--- config.mk ---
export PLATFORM = sky130hd
export DESIGN_NAME = alu_issue_stage
export DESIGN_NICKNAME = d
export VERILOG_FILES = /design/src/rtl/alu_issue_stage.sv
export SDC_FILE = /design/constraint.sdc
export NUM_CORES = 1
export LEC_CHECK = 0
export CORE_MARGIN = 4
export CORE_UTILIZATION = 39
export CTS_BUF_LIST = sky130_fd_sc_hd__clkbuf_8 sky130_fd_sc_hd__clkbuf_16
export DETAILED_ROUTE_END_ITERATION = 16
export MAX_ROUTING_LAYER = met4
export PLACE_DENSITY_LB_ADDON = 0.1
export SLEW_MARGIN = 20
export SYNTH_ARGS = -nofsm -noshare
export SYNTH_HDL_FRONTEND = slang
export SYNTH_SLANG_ARGS = --single-unit
--- constraint.sdc ---
create_clock -name CLK -period 1.7 [get_ports CLK]
set_clock_uncertainty 0.1 [all_clocks]
set_input_delay 0.17 -clock CLK [delete_from_list [all_inputs] [get_ports CLK]]
set_output_delay 0.17 -clock CLK [all_outputs]
set_load 0.02 [all_outputs]
--- src/rtl/alu_issue_stage.sv ---
// ID/EX issue stage: resolves the A/B operands for each decoded instruction and holds up to two
// in a skid queue in front of the ALU. Operand forwarding is built only when ALU_ISSUE_FWD_EN is defined.
module alu_issue_stage #(
  parameter int BITS    = 32,
  parameter int CBITS   = 5,
  parameter int REGBITS = 4
) (
  input  logic               CLK,
  input  logic               RESET_N,
  input  logic               FLUSH,
  input  logic               IN_VALID,
  output logic               IN_READY,
  input  logic [REGBITS-1:0] IN_RS1,
  input  logic [REGBITS-1:0] IN_RS2,
  input  logic [REGBITS-1:0] IN_RD,
  input  logic               IN_WREN,
  input  logic [BITS-1:0]    IN_A,
  input  logic [BITS-1:0]    IN_B,
  input  logic [BITS-1:0]    IN_IMM,
  input  logic               IN_USEIMM,
  input  logic [CBITS-1:0]   IN_CTL,
  input  logic               FWD_EX_V,
  input  logic [REGBITS-1:0] FWD_EX_RD,
  input  logic [BITS-1:0]    FWD_EX_DATA,
  input  logic               FWD_MEM_V,
  input  logic [REGBITS-1:0] FWD_MEM_RD,
  input  logic [BITS-1:0]    FWD_MEM_DATA,
  output logic               OUT_VALID,
  input  logic               OUT_READY,
  output logic [BITS-1:0]    ALU_A,
  output logic [BITS-1:0]    ALU_B,
  output logic [CBITS-1:0]   ALU_CTL,
  output logic [REGBITS-1:0] OUT_RD,
  output logic               OUT_WREN,
  output logic [1:0]         DBG_STATE
);

  // Handshake: a transfer happens on a rising edge where valid and ready are both high.
  // IN_READY is registered and depends only on the occupancy; OUT_VALID never waits on OUT_READY.

  localparam int EW = 2 * BITS + CBITS + REGBITS + 1;

  typedef enum logic [1:0] {
    S_EMPTY = 2'd0,
    S_ONE   = 2'd1,
    S_FULL  = 2'd2
  } state_e;

  state_e          state_q, state_d;
  logic            in_ready_q, in_ready_d;
  logic [EW-1:0]   head_q, head_d;
  logic [EW-1:0]   tail_q, tail_d;

  logic [BITS-1:0] opnd_a;
  logic [BITS-1:0] opnd_b;
  logic [EW-1:0]   new_entry;
  logic            accept;
  logic            issue;

`ifndef ALU_ISSUE_FWD_EN
  logic fwd_unused;
  assign fwd_unused = ^{FWD_EX_V, FWD_EX_RD, FWD_EX_DATA, FWD_MEM_V, FWD_MEM_RD, FWD_MEM_DATA};
`endif

  // Register 0 reads as zero regardless of any forward source claiming it.
  always_comb begin
    opnd_a = IN_A;
    opnd_b = IN_B;
`ifdef ALU_ISSUE_FWD_EN
    if (FWD_EX_V && (FWD_EX_RD == IN_RS1)) begin
      opnd_a = FWD_EX_DATA;
    end else if (FWD_MEM_V && (FWD_MEM_RD == IN_RS1)) begin
      opnd_a = FWD_MEM_DATA;
    end
    if (FWD_EX_V && (FWD_EX_RD == IN_RS2)) begin
      opnd_b = FWD_EX_DATA;
    end else if (FWD_MEM_V && (FWD_MEM_RD == IN_RS2)) begin
      opnd_b = FWD_MEM_DATA;
    end
`endif
    if (IN_RS1 == '0) begin
      opnd_a = '0;
    end
    if (IN_RS2 == '0) begin
      opnd_b = '0;
    end
    if (IN_USEIMM) begin
      opnd_b = IN_IMM;
    end
  end

  assign new_entry = {opnd_a, opnd_b, IN_CTL, IN_RD, IN_WREN};

  assign OUT_VALID = (state_q != S_EMPTY);
  assign IN_READY  = in_ready_q;
  assign accept    = IN_VALID & in_ready_q & ~FLUSH;
  assign issue     = OUT_VALID & OUT_READY;

  always_comb begin
    state_d = state_q;
    head_d  = head_q;
    tail_d  = tail_q;
    if (FLUSH) begin
      state_d = S_EMPTY;
    end else begin
      case (state_q)
        S_EMPTY: begin
          if (accept) begin
            head_d  = new_entry;
            state_d = S_ONE;
          end
        end
        S_ONE: begin
          if (accept && issue) begin
            head_d = new_entry;
          end else if (accept) begin
            tail_d  = new_entry;
            state_d = S_FULL;
          end else if (issue) begin
            state_d = S_EMPTY;
          end
        end
        S_FULL: begin
          if (issue) begin
            head_d  = tail_q;
            state_d = S_ONE;
          end
        end
        default: begin
          state_d = S_EMPTY;
        end
      endcase
    end
    in_ready_d = (state_d != S_FULL);
  end

  always_ff @(posedge CLK) begin
    if (!RESET_N) begin
      state_q    <= S_EMPTY;
      in_ready_q <= 1'b0;
      head_q     <= '0;
      tail_q     <= '0;
    end else begin
      state_q    <= state_d;
      in_ready_q <= in_ready_d;
      head_q     <= head_d;
      tail_q     <= tail_d;
    end
  end

  assign ALU_A     = head_q[EW-1 -: BITS];
  assign ALU_B     = head_q[EW-1-BITS -: BITS];
  assign ALU_CTL   = head_q[REGBITS+CBITS -: CBITS];
  assign OUT_RD    = head_q[REGBITS:1];
  assign OUT_WREN  = head_q[0];
  assign DBG_STATE = state_q;

endmodule
==> insert_results.sql <==
INSERT INTO impl_metrics (metric_group, metric, value, unit) VALUES
('cts', 'cts_buffers', '17', ''),
('die', 'initial_utilization', '0.4028', ''),
('timing', 'post-route-period-util', '1.036', ''),
('synth', 'synth-edff-count', '0', ''),
('pwr', 'comb_power_share', '0.146', ''),
('cts', 'cts_tree', 'yes', ''),
('layout', 'final_layout_size_suffix_gt1_frac', '0.2678', ''),
('synth', 'post-synth-top-area-fraction', '0.4673', ''),
('global_route', 'grt_antenna_before_repair', '0', ''),
('layout', 'n_fill_cell', '1237', ''),
('global_route', 'grt_first_pass_wirelength', '35070', 'um'),
('die', 'core_area', '0.01606', 'mm2'),
('layout', 'final_non_filler_cells', '1213', ''),
('global_route', 'global_route.overflow_total', '0', ''),
('placement', 'post-place-ws', '-0.3980', 'ns'),
('timing', 'setup_repair_after_global_routing_missed_its_margin', 'true', ''),
('flow_run', 'cap_violations', '0', ''),
('pwr', 'fin_total_pwr', '9254', 'uW'),
('status', 'violated_checks', 'setup timing', ''),
('timing', 'fmax', '567.6', 'MHz'),
('synth', 'ys_async_sr_fraction', '0', ''),
('pwr', 'seq_power_share', '0.401', ''),
('timing', 'timing_worst_slew_pin_value', '0.6887', 'ns'),
('detailed_routing', 'detail_route.wirelength', '24440', 'um'),
('cts', 'worstSkewPairLatency', '0.43', 'ns'),
('die', 'boundary_pins', '272', ''),
('critical_path', 'start_kind', 'register', ''),
('pwr', 'power.density_cell_area', '850.6', 'mW/mm2'),
('detailed_routing', 'detail_route.drc_violations', '0', ''),
('synth', 'yosys.cell_count.top_type', 'sky130_fd_sc_hd__dfxtp_1', ''),
('synth', 'syn-num-nets', '973', ''),
('synth', 'post_synth_num_cell_types', '34', ''),
('timing', 'setup_total_negative_slack', '-1.193', 'ns'),
('die', 'placement_row_count', '46', ''),
('timing', 'fin_hold_viols', '0', ''),
('global_route', 'grt_use_total', '0.2425', ''),
('status', 'run_status', 'finished, violations left', ''),
('synth', 'postSynth.topFlopCell', 'sky130_fd_sc_hd__dfxtp_1', ''),
('global_route', 'via_count_of_the_first_global_routing_pass', '6878', ''),
('pwr', 'switching_share', '0.2443', ''),
('placement', 'dpl_wire_length', '14520', 'um'),
('critical_path', 'critical_path_class', 'register to register', ''),
('die', 'floorplan.die_area', '0.01871', 'mm2'),
('pwr', 'clockPowerShare', '0.453', ''),
('pwr', 'net-switching-power', '2261', 'uW'),
('synth', 'synth-seq-area-share', '0.4673', ''),
('synth', 'ys_ff_latch', '151', ''),
('layout', 'insertedDiodeCount', '0', ''),
('critical_path', 'critical_path_arrival', '1.99', 'ns'),
('die', 'die_w', '136.8', 'um'),
('critical_path', 'worst-endpoint-required', '1.93', 'ns'),
('timing', 'post-route-min-period', '1.762', 'ns'),
('detailed_routing', 'routed-via-count', '7050', ''),
('cts', 'clockBufferDepth', '2', ''),
('layout', 'fin_nets', '1178', ''),
('critical_path', 'cp-end-kind', 'register', ''),
('synth', 'synthesized_area_per_cell', '8.304', 'um2'),
('detailed_routing', 'dr.first_iter.drc_count', '606', ''),
('cts', 'clk_pin_slew', '0.06', 'ns'),
('critical_path', 'critical_path.max_fanout', '7', ''),
('cts', 'htreeDepth', '4', ''),
('placement', 'buffer_ports.inserted', '197', ''),
('placement', 'routability_congestion_estimate', '0.8141', ''),
('timing', 'setup_viol_count_final', '55', ''),
('timing', 'timing.final.max_slew_violations', '0', ''),
('worst_hold_path', 'min_path_type', 'input pin to register', ''),
('pwr', 'power.internal', '6993', 'uW'),
('timing', 'setup_slack', '-0.06192', 'ns'),
('placement', 'place.detailed.instances', '1150', ''),
('synth', 'mappedNetlistArea', '0.006469', 'mm2'),
('synth', 'post_synth_most_frequent_cells', 'sky130_fd_sc_hd__dfxtp_1, sky130_fd_sc_hd__nand2_1, sky130_fd_sc_hd__nor2_1', '');
==> cells in the final DEF (no fill, tap or decap), types with 5 or more instances in the layout <==
cell type,netlist,routed
sky130_fd_sc_hd__a21oi_1,42,18
sky130_fd_sc_hd__nand2_4,0,6
sky130_fd_sc_hd__dlymetal6s2s_1,0,33
sky130_fd_sc_hd__nand2_1,111,96
sky130_fd_sc_hd__o21ai_1,12,19
sky130_fd_sc_hd__buf_12,0,17
sky130_fd_sc_hd__bufinv_16,0,5
sky130_fd_sc_hd__a211oi_1,33,15
sky130_fd_sc_hd__nand3_1,64,52
sky130_fd_sc_hd__clkbuf_16,0,27
sky130_fd_sc_hd__o21ai_2,0,18
sky130_fd_sc_hd__buf_8,0,7
sky130_fd_sc_hd__clkdlybuf4s50_1,0,158
sky130_fd_sc_hd__nor2_2,0,9
sky130_fd_sc_hd__o21ai_0,52,27
sky130_fd_sc_hd__a221oi_1,48,18
sky130_fd_sc_hd__and3_1,29,29
sky130_fd_sc_hd__nand2_2,0,9
sky130_fd_sc_hd__a211oi_2,0,17
sky130_fd_sc_hd__a21oi_2,0,24
sky130_fd_sc_hd__buf_4,6,19
sky130_fd_sc_hd__buf_6,2,16
sky130_fd_sc_hd__a311oi_1,10,6
sky130_fd_sc_hd__a31oi_1,35,34
sky130_fd_sc_hd__a221oi_2,13,42
sky130_fd_sc_hd__dfxtp_1,151,148
sky130_fd_sc_hd__nand3_2,0,11
sky130_fd_sc_hd__nor2_1,76,65
==> worst paths after layout <==
| kind | depth (start not counted) | from | slack [ns] | end |
|---|---|---|---|---|
| setup / recovery | 6 | DBG_STATE[1] | -0.06 | head_q[1] |
| hold / removal | 3 | RESET_N | 0.13 | head_q[24] |
| setup reg to reg | 6 | DBG_STATE[1] | -0.06 | head_q[1] |
| hold reg to reg | 2 | tail_q[62] | 0.35 | tail_q[62] |
==> flip-flops by register name, indices dropped and copies added, names as in the netlist <==
register / count
tail_q: 74
head_q: 74
DBG_STATE: 2
IN_READY: 1
==> cells by family after synthesis <==
| logic type | share of synthesized area |
|---|---|
| AO/OA/AOI/OAI | 0.2683 |
| buffers and inverters | 0.06112 |
| flip-flops | 0.4673 |
| XOR/XNOR | 0.001354 |
| AND/OR/NAND/NOR | 0.2019 |
==> cell type report <==
| class | count | area, um2 | area share |
|---|---|---|---|
| multi-input combinational | 542 | 3757 | 0.3453 |
| tap | 216 | 270.3 | 0.02484 |
| inverter | 2 | 7.507 | 0.0006900 |
| sequential | 151 | 3027 | 0.2782 |
| timing repair buffer | 270 | 3164 | 0.2908 |
| clock inverter | 13 | 201.4 | 0.01851 |
| clock buffer | 19 | 452.9 | 0.04163 |
==> layer usage <==
layer / global-route usage / part of all wire
met5: - / 0
met4: 0.07151 / 0.012
met1: 0.2891 / 0.40
met3: 0.06691 / 0.077
met2: 0.4020 / 0.51
==> critical path, cell delays in order, from the launching register on <==
cell	delay, ns
sky130_fd_sc_hd__dfxtp_2	0.33
sky130_fd_sc_hd__buf_6	0.13
sky130_fd_sc_hd__o41ai_4	0.47
sky130_fd_sc_hd__buf_6	0.24
sky130_fd_sc_hd__buf_12	0.15
sky130_fd_sc_hd__nor2_1	0.04
sky130_fd_sc_hd__a311oi_1	0.21
==> power by group through the flow <==
stage	combinational (uW)	clock, uW	sequential [uW]
3_5_place_dp	1140	0	3780
2_1_floorplan	367	0	3880
6_report	1350	4190	3710
4_1_cts	1200	4230	3700
3_3_place_gp	1120	0	3780
5_1_grt	1420	4400	3720
==> per-stage QoR <==
step / cell area (um2) / util / hold WS, ns
floorplan: 6474 / - / 0.1418
global placement: 8822 / 0.5494 / 0.3416
detailed placement: 8822 / 0.5494 / 0.3465
CTS: 9703 / 0.6043 / 0.1140
global route: 10880 / 0.6776 / 0.1617
finish: 10880 / 0.6776 / 0.1251
==> timing repair <==
action,in CTS,in global routing
gates cloned,5,13
gates resized for setup,26,228
setup endpoints to repair,91,162
pin swaps,4,61
setup buffers,2,12
hold buffers,0,0
No activity file was read; power rests on OpenSTA's default activity.
